<file path="src/rtl/r5p_gpr_dbg.sv">
// Debug-side GPR initiator: halts the core, drives the rs1/rd ports for a command, then releases the core.
// Optional burst support via `define R5P_GPR_DBG_BURST_EN (req_cnt ignored when undefined).
module r5p_gpr_dbg #(
  parameter int unsigned AW   = 5,
  parameter int unsigned XLEN = 32,
  parameter int unsigned CW   = 5
) (
  input  logic            clk,
  input  logic            rst,
  input  logic            req_vld,
  output logic            req_rdy,
  input  logic            req_wr,
  input  logic [AW-1:0]   req_adr,
  input  logic [CW-1:0]   req_cnt,
  input  logic            wdt_vld,
  output logic            wdt_rdy,
  input  logic [XLEN-1:0] wdt_dat,
  output logic            rsp_vld,
  input  logic            rsp_rdy,
  output logic [XLEN-1:0] rsp_dat,
  output logic            hlt_req,
  input  logic            hlt_ack,
  output logic            e_rs1,
  output logic [AW-1:0]   a_rs1,
  input  logic [XLEN-1:0] d_rs1,
  output logic            e_rd,
  output logic [AW-1:0]   a_rd,
  output logic [XLEN-1:0] d_rd
);

  typedef enum logic [1:0] {IDLE, HALT, XFER, DONE} state_t;

  state_t          state;
  state_t          state_nxt;
  logic            cmd_wr;
  logic [AW-1:0]   adr;
  logic            iss_done;
  logic            last_beat;
  logic            wr_beat;
  logic            rd_beat;
  logic            cmd_acc;
  logic            rsp_hsk;

  assign cmd_acc = (state == IDLE) & req_vld;
  assign rsp_hsk = rsp_vld & rsp_rdy;

`ifdef R5P_GPR_DBG_BURST_EN
  logic [CW-1:0] cnt;

  always_ff @(posedge clk or negedge rst) begin
    if (!rst) begin
      cnt <= '0;
    end else if (cmd_acc) begin
      cnt <= req_cnt;
    end else if (wr_beat || rd_beat) begin
      cnt <= cnt - CW'(1);
    end
  end

  assign last_beat = (cnt == '0);
`else
  logic unused_cnt;

  assign unused_cnt = ^req_cnt;
  assign last_beat  = 1'b1;
`endif

  always_ff @(posedge clk or negedge rst) begin
    if (!rst) begin
      state <= IDLE;
    end else begin
      state <= state_nxt;
    end
  end

  always_comb begin
    state_nxt = state;
    req_rdy   = 1'b0;
    wdt_rdy   = 1'b0;
    wr_beat   = 1'b0;
    rd_beat   = 1'b0;
    e_rd      = 1'b0;
    a_rd      = '0;
    d_rd      = '0;
    e_rs1     = 1'b0;
    a_rs1     = '0;
    case (state)
      IDLE: begin
        req_rdy = 1'b1;
        if (req_vld) state_nxt = HALT;
      end
      HALT: begin
        if (hlt_ack) state_nxt = XFER;
      end
      XFER: begin
        if (cmd_wr) begin
          wdt_rdy = 1'b1;
          if (wdt_vld) begin
            wr_beat = 1'b1;
            e_rd    = 1'b1;
            a_rd    = adr;
            d_rd    = wdt_dat;
            if (last_beat) state_nxt = DONE;
          end
        end else begin
          // the one-entry response buffer may be refilled in the cycle it drains
          if (!iss_done && (!rsp_vld || rsp_rdy)) begin
            rd_beat = 1'b1;
            e_rs1   = 1'b1;
            a_rs1   = adr;
          end
          if (iss_done && rsp_hsk) state_nxt = DONE;
        end
      end
      DONE: begin
        if (!hlt_ack) state_nxt = IDLE;
      end
      default: state_nxt = IDLE;
    endcase
  end

  always_ff @(posedge clk or negedge rst) begin
    if (!rst) begin
      hlt_req  <= 1'b0;
      cmd_wr   <= 1'b0;
      adr      <= '0;
      iss_done <= 1'b0;
      rsp_vld  <= 1'b0;
      rsp_dat  <= '0;
    end else begin
      if (cmd_acc) begin
        hlt_req  <= 1'b1;
        cmd_wr   <= req_wr;
        adr      <= req_adr;
        iss_done <= 1'b0;
      end
      if (state == XFER && state_nxt == DONE) hlt_req <= 1'b0;
      if (wr_beat || rd_beat) adr <= adr + AW'(1);
      if (rd_beat) begin
        rsp_dat  <= d_rs1;
        iss_done <= last_beat;
      end
      if (rd_beat) begin
        rsp_vld <= 1'b1;
      end else if (rsp_rdy) begin
        rsp_vld <= 1'b0;
      end
    end
  end

endmodule

</file>
<file path="config.mk">
export PLATFORM = sky130hd
export DESIGN_NAME = r5p_gpr_dbg
export DESIGN_NICKNAME = d
export VERILOG_FILES = /design/src/rtl/r5p_gpr_dbg.sv
export SDC_FILE = /design/constraint.sdc
export NUM_CORES = 1
export LEC_CHECK = 0
export BUFFER_PORTS_ARGS = -buffer_cell sky130_fd_sc_hd__buf_2
export CORE_ASPECT_RATIO = 1.4
export CORE_MARGIN = 4
export CORE_UTILIZATION = 40
export CTS_CLUSTER_DIAMETER = 80
export CTS_CLUSTER_SIZE = 30
export DETAILED_ROUTE_END_ITERATION = 6
export PLACE_DENSITY = 0.78
export REMOVE_ABC_BUFFERS = 1
export SYNTH_ARGS = -nofsm -noshare
export SYNTH_HDL_FRONTEND = slang
export SYNTH_SLANG_ARGS = --single-unit
</file>
<file path="constraint.sdc">
create_clock -name clk -period 2.6 [get_ports clk]
set_input_delay 0.65 -clock clk [delete_from_list [all_inputs] [get_ports clk]]
set_output_delay 0.65 -clock clk [all_outputs]
set_load 0.05 [all_outputs]
</file>
# After elaboration in Yosys (flattened, before gate mapping)
# Cells that the tools add are included.
# op_classes
n_eq_ne,4
bitwise,2
n_reduce_logical,12
add_sub_neg,1
mux,33
# ops
operator,count
32-bit 2-to-1 mux,3
5-bit 2-to-1 mux,8
1-bit 2-to-1 mux,15
2-bit 2-to-1 mux,6
2-bit case mux with 4 select lines,1
2-bit nonzero test,4
2-bit equality test (second input constant),3
5-bit by 1-bit adder with 5-bit output (second input constant),1
1-bit logical AND,3
1-bit bitwise AND,2
2-bit by 1-bit equality test with 1-bit output (second input constant),1
1-bit logical NOT,2
2-bit logical NOT,1
1-bit logical OR,2
# totals
ff_bits,43
wordCells,59
inputBits,81
output_inout_bits,80

# Logic depth before layout (Yosys ltp)
# Gate-level depths: netlist of run 1.
# logic_depth
depth_word,8
depth_mapped,8
depth_no_buf,5

# Least setup slack after synthesis of run 1
# OpenSTA, ideal clock, no wires.
# synth_timing
path_type,register to output
start,reg rsp_vld
end,out a_rs1[2]
arrival_time_ns,2.187
n_path_buf,2
required_ns,1.950
path_slack_ns,-0.237
path_stages_with_launch,6
cell_sequence,dfrtp_1 -> nor2b_1 -> or4_4 -> buf_6 -> clkbuf_1 -> nor2_1
# synth_between
elab_chain_len,6
# synth_lines
item,line,text
from (decl),18,"output logic rsp_vld,"
from (signal assigned),128,rsp_vld <= 1'b0;
from (signal assigned),144,rsp_vld <= 1'b1;
from (signal assigned),146,rsp_vld <= 1'b0;
1-bit logical NOT,107,if (!iss_done && (!rsp_vld || rsp_rdy)) begin
1-bit logical OR,107,
1-bit logical AND,107,
5-bit 2-to-1 mux,107,
5-bit 2-to-1 mux,96,if (cmd_wr) begin
5-bit 2-to-1 mux,87,case (state)
to (decl),24,"output logic [AW-1:0] a_rs1,"
# Every way passes these cells.

# Worst setup path in the final report of run 1
# layout_timing
start,reg state[0]
end,out a_rs1[4]
# layout_between
elab_chain_len,2
# layout_lines
item,line,text
from (decl),33,state_t state;
from (signal assigned),72,state <= state_nxt;
2-bit equality test,87,
5-bit 2-to-1 mux,87,
# Every way passes these cells.

==> summary.json, run 1 <==
{
  "outcome": {"value": "complete, no violations"},
  "muxShareOfSynthArea": {"value": 0.00954},
  "timing.critical_path.slowest_cell_delay": {"value": 520, "unit": "ps"},
  "cts-root-to-sink-buffers": {"value": 2},
  "dr_wl_met3": {"value": 799, "unit": "um"},
  "core_region_area": {"value": 4950, "unit": "um^2"},
  "globalRouteTotalUtil": {"value": 0.203},
  "drcViolationCount": {"value": 0},
  "period_needed": {"value": 2520, "unit": "ps"},
  "numClockSinks": {"value": 43},
  "cts_hold_buffers": {"value": 0},
  "fin_setup_tns": {"value": 0, "unit": "ps"},
  "synth.distinct_cells": {"value": 33},
  "post_synth_and_or_nand_nor_area_fraction": {"value": 0.375},
  "critical_path_arrival": {"value": 1870, "unit": "ps"},
  "ys_seq_area_frac": {"value": 0.513},
  "grt_first_pass_wirelength": {"value": 10500, "unit": "um"},
  "vdd_drop_max": {"value": 0.000742, "unit": "V"},
  "max-cap-violations": {"value": 0},
  "setup.worst_path.start": {"value": "state[0]"},
  "synth-compound-area-share": {"value": 0.0441},
  "final_area": {"value": 3080, "unit": "um^2"},
  "leakagePower": {"value": 0.00187, "unit": "uW"},
  "critPathTopFamily": {"value": "simple AND/OR/NAND/NOR gates"},
  "synthesis.area_per_instance": {"value": 8.60, "unit": "um^2"},
  "setup_viol_count_final": {"value": 0},
  "io_pins": {"value": 161},
  "crit_path_start_kind": {"value": "flip-flop"},
  "synthAdderAreaFrac": {"value": 0.00596},
  "fillers": {"value": 471},
  "synth_warnings": {"value": 0},
  "antenna_found_initial": {"value": 5},
  "place_area": {"value": 2930, "unit": "um^2"},
  "area_growth_from_synthesis_to_final_layout": {"value": 46.8, "unit": "%"},
  "port_buffers": {"value": 155},
  "via_per_inst": {"value": 4.67},
  "largest_family_of_logic_cells_by_synthesized_area": {"value": "simple AND/OR/NAND/NOR gates"},
  "ant_nets": {"value": 0},
  "synthCells": {"value": 244},
  "die_h": {"value": 93.7, "unit": "um"},
  "cts.root.buffer_cell": {"value": "sky130_fd_sc_hd__clkbuf_8"},
  "cts_inserted_buffers": {"value": 5},
  "regToRegStartpoint": {"value": "state[0]"},
  "grt_ovf": {"value": 0},
  "maxClockFrequency": {"value": 0.396, "unit": "GHz"},
  "worst-setup-path-type": {"value": "reg -> out"},
  "htreeDepth": {"value": 2},
  "synth.cell_area": {"value": 2100, "unit": "um^2"},
  "critical_path.max_fanout": {"value": 7},
  "grt_max_degree": {"value": 34},
  "cts_tree": {"value": "built"},
  "clock_skew": {"value": 5.42, "unit": "ps"},
  "nNetsFinal": {"value": 485},
  "dr.pass1.iters": {"value": 4},
  "max_slew_margin": {"value": 0.653},
  "hold_path_class": {"value": "in -> async"},
  "crit_slowest_cell": {"value": "sky130_fd_sc_hd__or4_4"},
  "design.die.area": {"value": 6490, "unit": "um^2"},
  "final_max_slew_viol_count": {"value": 0},
  "timing.critical_path.cells": {"value": "nand2b_4, or4_4, clkinv_2, and2_1, buf_4"},
  "final_layout_size_suffix_gt1_frac": {"value": 0.443},
  "post_synth_xor_xnor_area": {"value": 0},
  "layout_worst_path_cycle_share": {"value": 0.971},
  "routed-via-count": {"value": 2197},
  "yosys_register_bits": {"value": 43},
  "required": {"value": 1950, "unit": "ps"},
  "worst_slew_pin_slew": {"value": 520, "unit": "ps"},
  "gp_congestion": {"value": 0.794},
  "top_layer_in_use": {"value": "met5"},
  "finalHoldViolCount": {"value": 0},
  "aggregate_routed_wire_length": {"value": 6470, "unit": "um"},
  "via_count_of_the_first_global_routing_pass": {"value": 2157},
  "post_drt_wl_per_cell": {"value": 13.8, "unit": "um"},
  "hold_slack": {"value": 320, "unit": "ps"},
  "core.rowCount": {"value": 30},
  "initial_core_util": {"value": 0.424},
  "wl_met2": {"value": 3220, "unit": "um"},
  "die_w": {"value": 69.2, "unit": "um"},
  "routedLengthMet1": {"value": 2340, "unit": "um"},
  "p_per_cell_area": {"value": 1390, "unit": "nW/um^2"},
  "hpwlAfterDp": {"value": 5240, "unit": "um"},
  "drt_iter0_markers": {"value": 50},
  "later_pin_clock_latency_in_the_skew_report": {"value": 290, "unit": "ps"},
  "critPathBufInv": {"value": 2},
  "path_clk_slew": {"value": 80, "unit": "ps"},
  "worst_setup_path_end_kind": {"value": "output pin"}
}
## layout make-up
| cell class | count | area, um^2 | area share |
|---|---|---|---|
| diodes | 2 | 5.00 | 0.00162 |
| well taps | 64 | 80.1 | 0.0260 |
| clock buffers | 6 | 82.6 | 0.0268 |
| clock inverters | 2 | 35.0 | 0.0114 |
| flip-flops and latches | 43 | 1080 | 0.349 |
| inverters | 4 | 16.3 | 0.00528 |
| multi-input cells | 184 | 913 | 0.296 |
| repair buffers | 165 | 875 | 0.284 |
## metrics by stage
step | total power, uW | instances | util | worst slack (ps)
after floorplan | 3060 | 231 | - | -341
after global placement | 3690 | 459 | 0.591 | 125
after detailed placement | 3740 | 459 | 0.591 | 113
after CTS | 4290 | 467 | 0.618 | 0.236
after global routing | 4550 | 469 | 0.622 | -4.42
final | 4280 | 470 | 0.622 | 76.6
## cell usage in the layout, fill, tap and decap left out
cell type | Yosys | layout
sky130_fd_sc_hd__a221o_1 | 1 | 1
sky130_fd_sc_hd__dfrtp_1 | 43 | 43
sky130_fd_sc_hd__o41a_1 | 1 | 1
sky130_fd_sc_hd__nand4_1 | 1 | 1
sky130_fd_sc_hd__buf_4 | 1 | 12
sky130_fd_sc_hd__a211oi_1 | 1 | 1
sky130_fd_sc_hd__o21ai_0 | 3 | 3
sky130_fd_sc_hd__nand2b_1 | 1 | 1
sky130_fd_sc_hd__and2_1 | 41 | 41
sky130_fd_sc_hd__mux2i_1 | 2 | 2
sky130_fd_sc_hd__ha_1 | 1 | 1
sky130_fd_sc_hd__or4_4 | 1 | 1
sky130_fd_sc_hd__o221a_2 | 1 | 1
sky130_fd_sc_hd__o211ai_1 | 1 | 1
sky130_fd_sc_hd__buf_6 | 1 | 3
sky130_fd_sc_hd__clkbuf_8 | 0 | 6
sky130_fd_sc_hd__nor4_1 | 2 | 2
sky130_fd_sc_hd__nor2b_1 | 1 | 1
sky130_fd_sc_hd__nand2b_4 | 1 | 1
sky130_fd_sc_hd__a31o_2 | 1 | 1
sky130_fd_sc_hd__or3b_1 | 1 | 1
sky130_fd_sc_hd__diode_2 | 0 | 2
sky130_fd_sc_hd__nand3_1 | 1 | 1
sky130_fd_sc_hd__and3_1 | 1 | 1
sky130_fd_sc_hd__nor2_1 | 8 | 8
sky130_fd_sc_hd__a21oi_1 | 3 | 3
sky130_fd_sc_hd__o22ai_1 | 1 | 1
sky130_fd_sc_hd__nand4b_1 | 2 | 2
sky130_fd_sc_hd__nor3_2 | 1 | 1
sky130_fd_sc_hd__buf_2 | 0 | 150
sky130_fd_sc_hd__clkinv_2 | 1 | 2
sky130_fd_sc_hd__nand2_1 | 106 | 106
sky130_fd_sc_hd__bufinv_16 | 0 | 1
sky130_fd_sc_hd__inv_1 | 3 | 3
## power by group
part	switching [uW]	internal (uW)
Sequential	232	1000
Combinational	1860	643
Clock	225	311
Total	2320	1960
## path summary, 6_finish.rpt
kind                            depth (start not counted)          end  slack, ps
worst max register to register                          6       adr[0]        750
worst min-delay path                                    1  rsp_dat[20]        320
min in group clk                                        2  rsp_dat[18]        470
worst max-delay path                                    5     a_rs1[4]         80
max in group asynchronous                               2       adr[1]       1700
worst min register to register                          2  rsp_dat[18]        470
## routing by layer
layer	up-vias	GRT usage
li1	1081	-
met1	976	0.218
met2	122	0.352
met3	12	0.104
met4	6	0.0537
met5	-	0
## cells in the mapped netlist, drive strengths merged
library cell | count | area share
a21oi | 3 | 0.0071
buf | 6 | 0.032
nor2b | 1 | 0.0030
nand2b | 2 | 0.0095
nand3 | 1 | 0.0024
a211oi | 1 | 0.0036
or3b | 1 | 0.0042
inv | 3 | 0.0054
nor2 | 8 | 0.014
o21ai | 3 | 0.0071
o41a | 1 | 0.0054
and3 | 1 | 0.0030
nand4 | 1 | 0.0030
and2 | 41 | 0.12
o211ai | 1 | 0.0036
nand4b | 2 | 0.0083
a31o | 1 | 0.0042
mux2i | 2 | 0.0095
nor3 | 1 | 0.0048
ha | 1 | 0.0060
nor4 | 2 | 0.0060
o22ai | 1 | 0.0030
o221a | 1 | 0.0054
nand2 | 106 | 0.19
or4 | 1 | 0.0054
dfrtp | 43 | 0.51
clkinv | 1 | 0.0024
clkbuf | 7 | 0.013
a221o | 1 | 0.0048
## sequential cells by signal, indices dropped and copies added (netlist names)
name / cells
adr: 5
rsp_dat: 32
hlt_req: 1
rsp_vld: 1
state: 2
cmd_wr: 1
iss_done: 1
## cells by family after synthesis
logic type,after synthesis
AO/OA/AOI/OAI,13
adder cells (fa/ha/maj),1
buffers and inverters,17
flip-flops,43
multiplexers,2
AND/OR/NAND/NOR,168
## repair_timing
item                       4_1_cts  5_1_grt
setup endpoints to repair        4        5
resized for setup                5        4
buffers inserted                 0        1
hold endpoints to repair         0        0
Power figures use the tool's default switching activity.
==> run 2, diff against run 1 <==
--- a/config.mk
+++ b/config.mk
@@ -9,6 +9,7 @@
 export CORE_ASPECT_RATIO = 1.4
 export CORE_MARGIN = 4
 export CORE_UTILIZATION = 40
+export CTS_BUF_LIST = sky130_fd_sc_hd__clkbuf_16
 export CTS_CLUSTER_DIAMETER = 80
 export CTS_CLUSTER_SIZE = 30
 export DETAILED_ROUTE_END_ITERATION = 6
==> summary.json, run 2 (synthesis results as in run 1) <==
{
  "critical_path_arrival": {"value": 1880, "unit": "ps", "change": "about the same"},
  "grt_most_used_layer": {"value": "met2"},
  "rsz_0062_raised_after_global_routing": {"value": "false"},
  "grt_use_met3": {"value": 0.105, "change": "+0.00107"},
  "outcome": {"value": "complete, no violations"},
  "finish.utilization": {"value": 0.629, "change": "+0.00657"},
  "most-common-layout-cells": {"value": "150 x sky130_fd_sc_hd__buf_2, 106 x sky130_fd_sc_hd__nand2_1, 43 x sky130_fd_sc_hd__dfrtp_1"},
  "io_pins": {"value": 161, "change": "unchanged"},
  "hpwlAfterDp": {"value": 5240, "unit": "um", "change": "unchanged"},
  "final_max_slew_viol_count": {"value": 0, "change": "unchanged"},
  "maxClockFrequency": {"value": 0.395, "unit": "GHz", "change": "-0.20%"},
  "max-cap-violations": {"value": 0, "change": "unchanged"},
  "globalRouteMet2Util": {"value": 0.350, "change": "-0.00239"},
  "cts.root.buffer_cell": {"value": "sky130_fd_sc_hd__clkbuf_16"},
  "via_per_inst": {"value": 4.69, "change": "+0.38%"},
  "nNetsFinal": {"value": 484, "change": "-0.21%"},
  "finalHoldViolCount": {"value": 0, "change": "unchanged"},
  "p_per_cell_area": {"value": 1420, "unit": "nW/um^2", "change": "+2.3%"},
  "port_buffers": {"value": 155, "change": "unchanged"},
  "leakagePower": {"value": 0.00189, "unit": "uW", "change": "+0.77%"},
  "largest_register": {"value": "rsp_dat"},
  "dr.pass1.iters": {"value": 5, "change": "+1"},
  "core.rowCount": {"value": 30, "change": "unchanged"},
  "initial_core_util": {"value": 0.424, "change": "unchanged"},
  "largest_reg_flops": {"value": 32, "change": "unchanged"},
  "globalRouteTotalUtil": {"value": 0.203, "change": "-0.000549"},
  "drcViolationCount": {"value": 0, "change": "unchanged"},
  "cts.repair_timing.setup_buffer_count": {"value": 0, "change": "unchanged"},
  "grt_ovf": {"value": 0, "change": "unchanged"},
  "critical_path.max_fanout": {"value": 7, "change": "unchanged"},
  "aggregate_routed_wire_length": {"value": 6460, "unit": "um", "change": "-0.14%"},
  "clock_skew": {"value": 4.81, "unit": "ps", "change": "-0.616 ps"},
  "setup.worst_path.start": {"value": "state[0]"},
  "grt_use_met1": {"value": 0.220, "change": "+0.00175"},
  "area_growth_from_synthesis_to_final_layout": {"value": 48.4, "unit": "%"},
  "max_slew_margin": {"value": 0.654, "change": "about the same"},
  "worst_setup_path_end_kind": {"value": "output pin"},
  "cts-root-to-sink-buffers": {"value": 2, "change": "unchanged"},
  "ant_nets": {"value": 0, "change": "unchanged"},
  "period_needed": {"value": 2530, "unit": "ps", "change": "+5.06 ps"},
  "mostFrequentLayoutCell": {"value": "sky130_fd_sc_hd__buf_2"},
  "antenna_found_initial": {"value": 5, "change": "unchanged"},
  "core_region_area": {"value": 4950, "unit": "um^2", "change": "unchanged"},
  "reg.largest.list": {"value": "rsp_dat (32), adr (5), state (2)"},
  "final_layout_size_suffix_gt1_frac": {"value": 0.439, "change": "-0.00386"},
  "setup_viol_count_final": {"value": 0, "change": "unchanged"},
  "post_drt_wl_per_cell": {"value": 13.8, "unit": "um", "change": "+0.29%"},
  "worst_slew_pin_slew": {"value": 520, "unit": "ps", "change": "-0.323 ps"},
  "regToRegStartpoint": {"value": "state[0]"},
  "hold_slack": {"value": 340, "unit": "ps", "change": "+19.3 ps"},
  "grt_max_degree": {"value": 34, "change": "unchanged"},
  "worst-setup-path-type": {"value": "reg -> out"},
  "later_pin_clock_latency_in_the_skew_report": {"value": 280, "unit": "ps", "change": "about the same"},
  "die_h": {"value": 93.7, "unit": "um", "change": "unchanged"},
  "cts_tree": {"value": "built"},
  "htreeDepth": {"value": 2, "change": "unchanged"},
  "path_clk_slew": {"value": 60, "unit": "ps", "change": "-20 ps"},
  "via_count_of_the_first_global_routing_pass": {"value": 2151, "change": "-0.28%"},
  "layout_worst_path_cycle_share": {"value": 0.972, "change": "+0.00195"},
  "gp_congestion": {"value": 0.794, "change": "unchanged"},
  "design.die.area": {"value": 6490, "unit": "um^2", "change": "unchanged"},
  "grt_first_pass_wirelength": {"value": 10500, "unit": "um", "change": "-0.27%"},
  "routed-via-count": {"value": 2196, "change": "-0.046%"},
  "drt_iter0_markers": {"value": 61, "change": "+22%"},
  "required": {"value": 1950, "unit": "ps", "change": "about the same"},
  "numClockSinks": {"value": 43, "change": "unchanged"},
  "cts_inserted_buffers": {"value": 5, "change": "unchanged"},
  "die_w": {"value": 69.2, "unit": "um", "change": "unchanged"},
  "hold_path_class": {"value": "in -> async"},
  "crit_path_start_kind": {"value": "flip-flop"},
  "vdd_drop_max": {"value": 0.000745, "unit": "V", "change": "+0.47%"},
  "cts_hold_buffers": {"value": 0, "change": "unchanged"}
}
-- run 2: changes by cell type in the layout (fill, tap and decap cells not counted), sizes merged --
cell    change
clkinv      +1
diode       -1
buf         -1
clkbuf      -1
-- run 2: worst paths after layout --
kind                       cells past startpoint  slack [ps]          end
setup / recovery                               5          70     a_rs1[1]
hold / removal                                 1         340   rsp_dat[1]
setup reg to reg                               6         780       adr[0]
hold reg to reg                                2         470  rsp_dat[18]
max in group asynchronous                      2        1690       adr[2]
min in group clk                               2         470  rsp_dat[18]
-- run 2: layer usage --
layer	routed length [um]	vias up	part of all wire
met5	46	-	0.0071
met4	68	8	0.011
met3	824	13	0.13
met2	3200	125	0.49
met1	2330	971	0.36
li1	-	1079	-
-- run 2: final cells by class --
class | instances | area (um^2)
Inverter | 4 | 16.3
Clock buffer | 5 | 125
Sequential cell | 43 | 1080
Fill cell | 468 | 1840
Timing Repair Buffer | 164 | 863
Clock inverter | 3 | 38.8
Multi-Input combinational cell | 184 | 913
Antenna cell | 1 | 2.50
Tap cell | 64 | 80.1
-- run 2: metrics by stage --
| stage | instance area (um^2) | TNS (ps) | instances | power [uW] | worst slack (ps) |
|---|---|---|---|---|---|
| 2_1_floorplan | 2010 | -5360 | 231 | 3060 | -341 |
| 3_3_place_gp | 2930 | 0 | 459 | 3690 | 125 |
| 3_5_place_dp | 2930 | 0 | 459 | 3740 | 113 |
| 4_1_cts | 3100 | 0 | 467 | 4440 | 4.44 |
| 5_1_grt | 3120 | 0 | 468 | 4690 | 0.729 |
| 6_report | 3120 | 0 | 468 | 4420 | 71.6 |
-- run 2: worst max-delay path, stage by stage, from the launching register on --
cell and delay [ps]:
sky130_fd_sc_hd__dfrtp_1 430, sky130_fd_sc_hd__nand2b_4 180, sky130_fd_sc_hd__or4_4 520, sky130_fd_sc_hd__clkinv_2 130
sky130_fd_sc_hd__and2_1 140, sky130_fd_sc_hd__buf_4 200
-- run 2: power breakdown --
group,switching (uW),internal (uW),total [uW],leakage [uW]
Sequential,233,1010,1240,0.000520
Clock,245,448,692,0.0000812
Combinational,1860,632,2490,0.00128
Total,2340,2090,4420,0.00189
-- run 2: timing repair --
action | CTS | global route
pin swaps | 0 | 0
resized for setup | 1 | 10
endpoints found under the hold margin | 0 | 0
endpoints found under the setup margin | 1 | 5
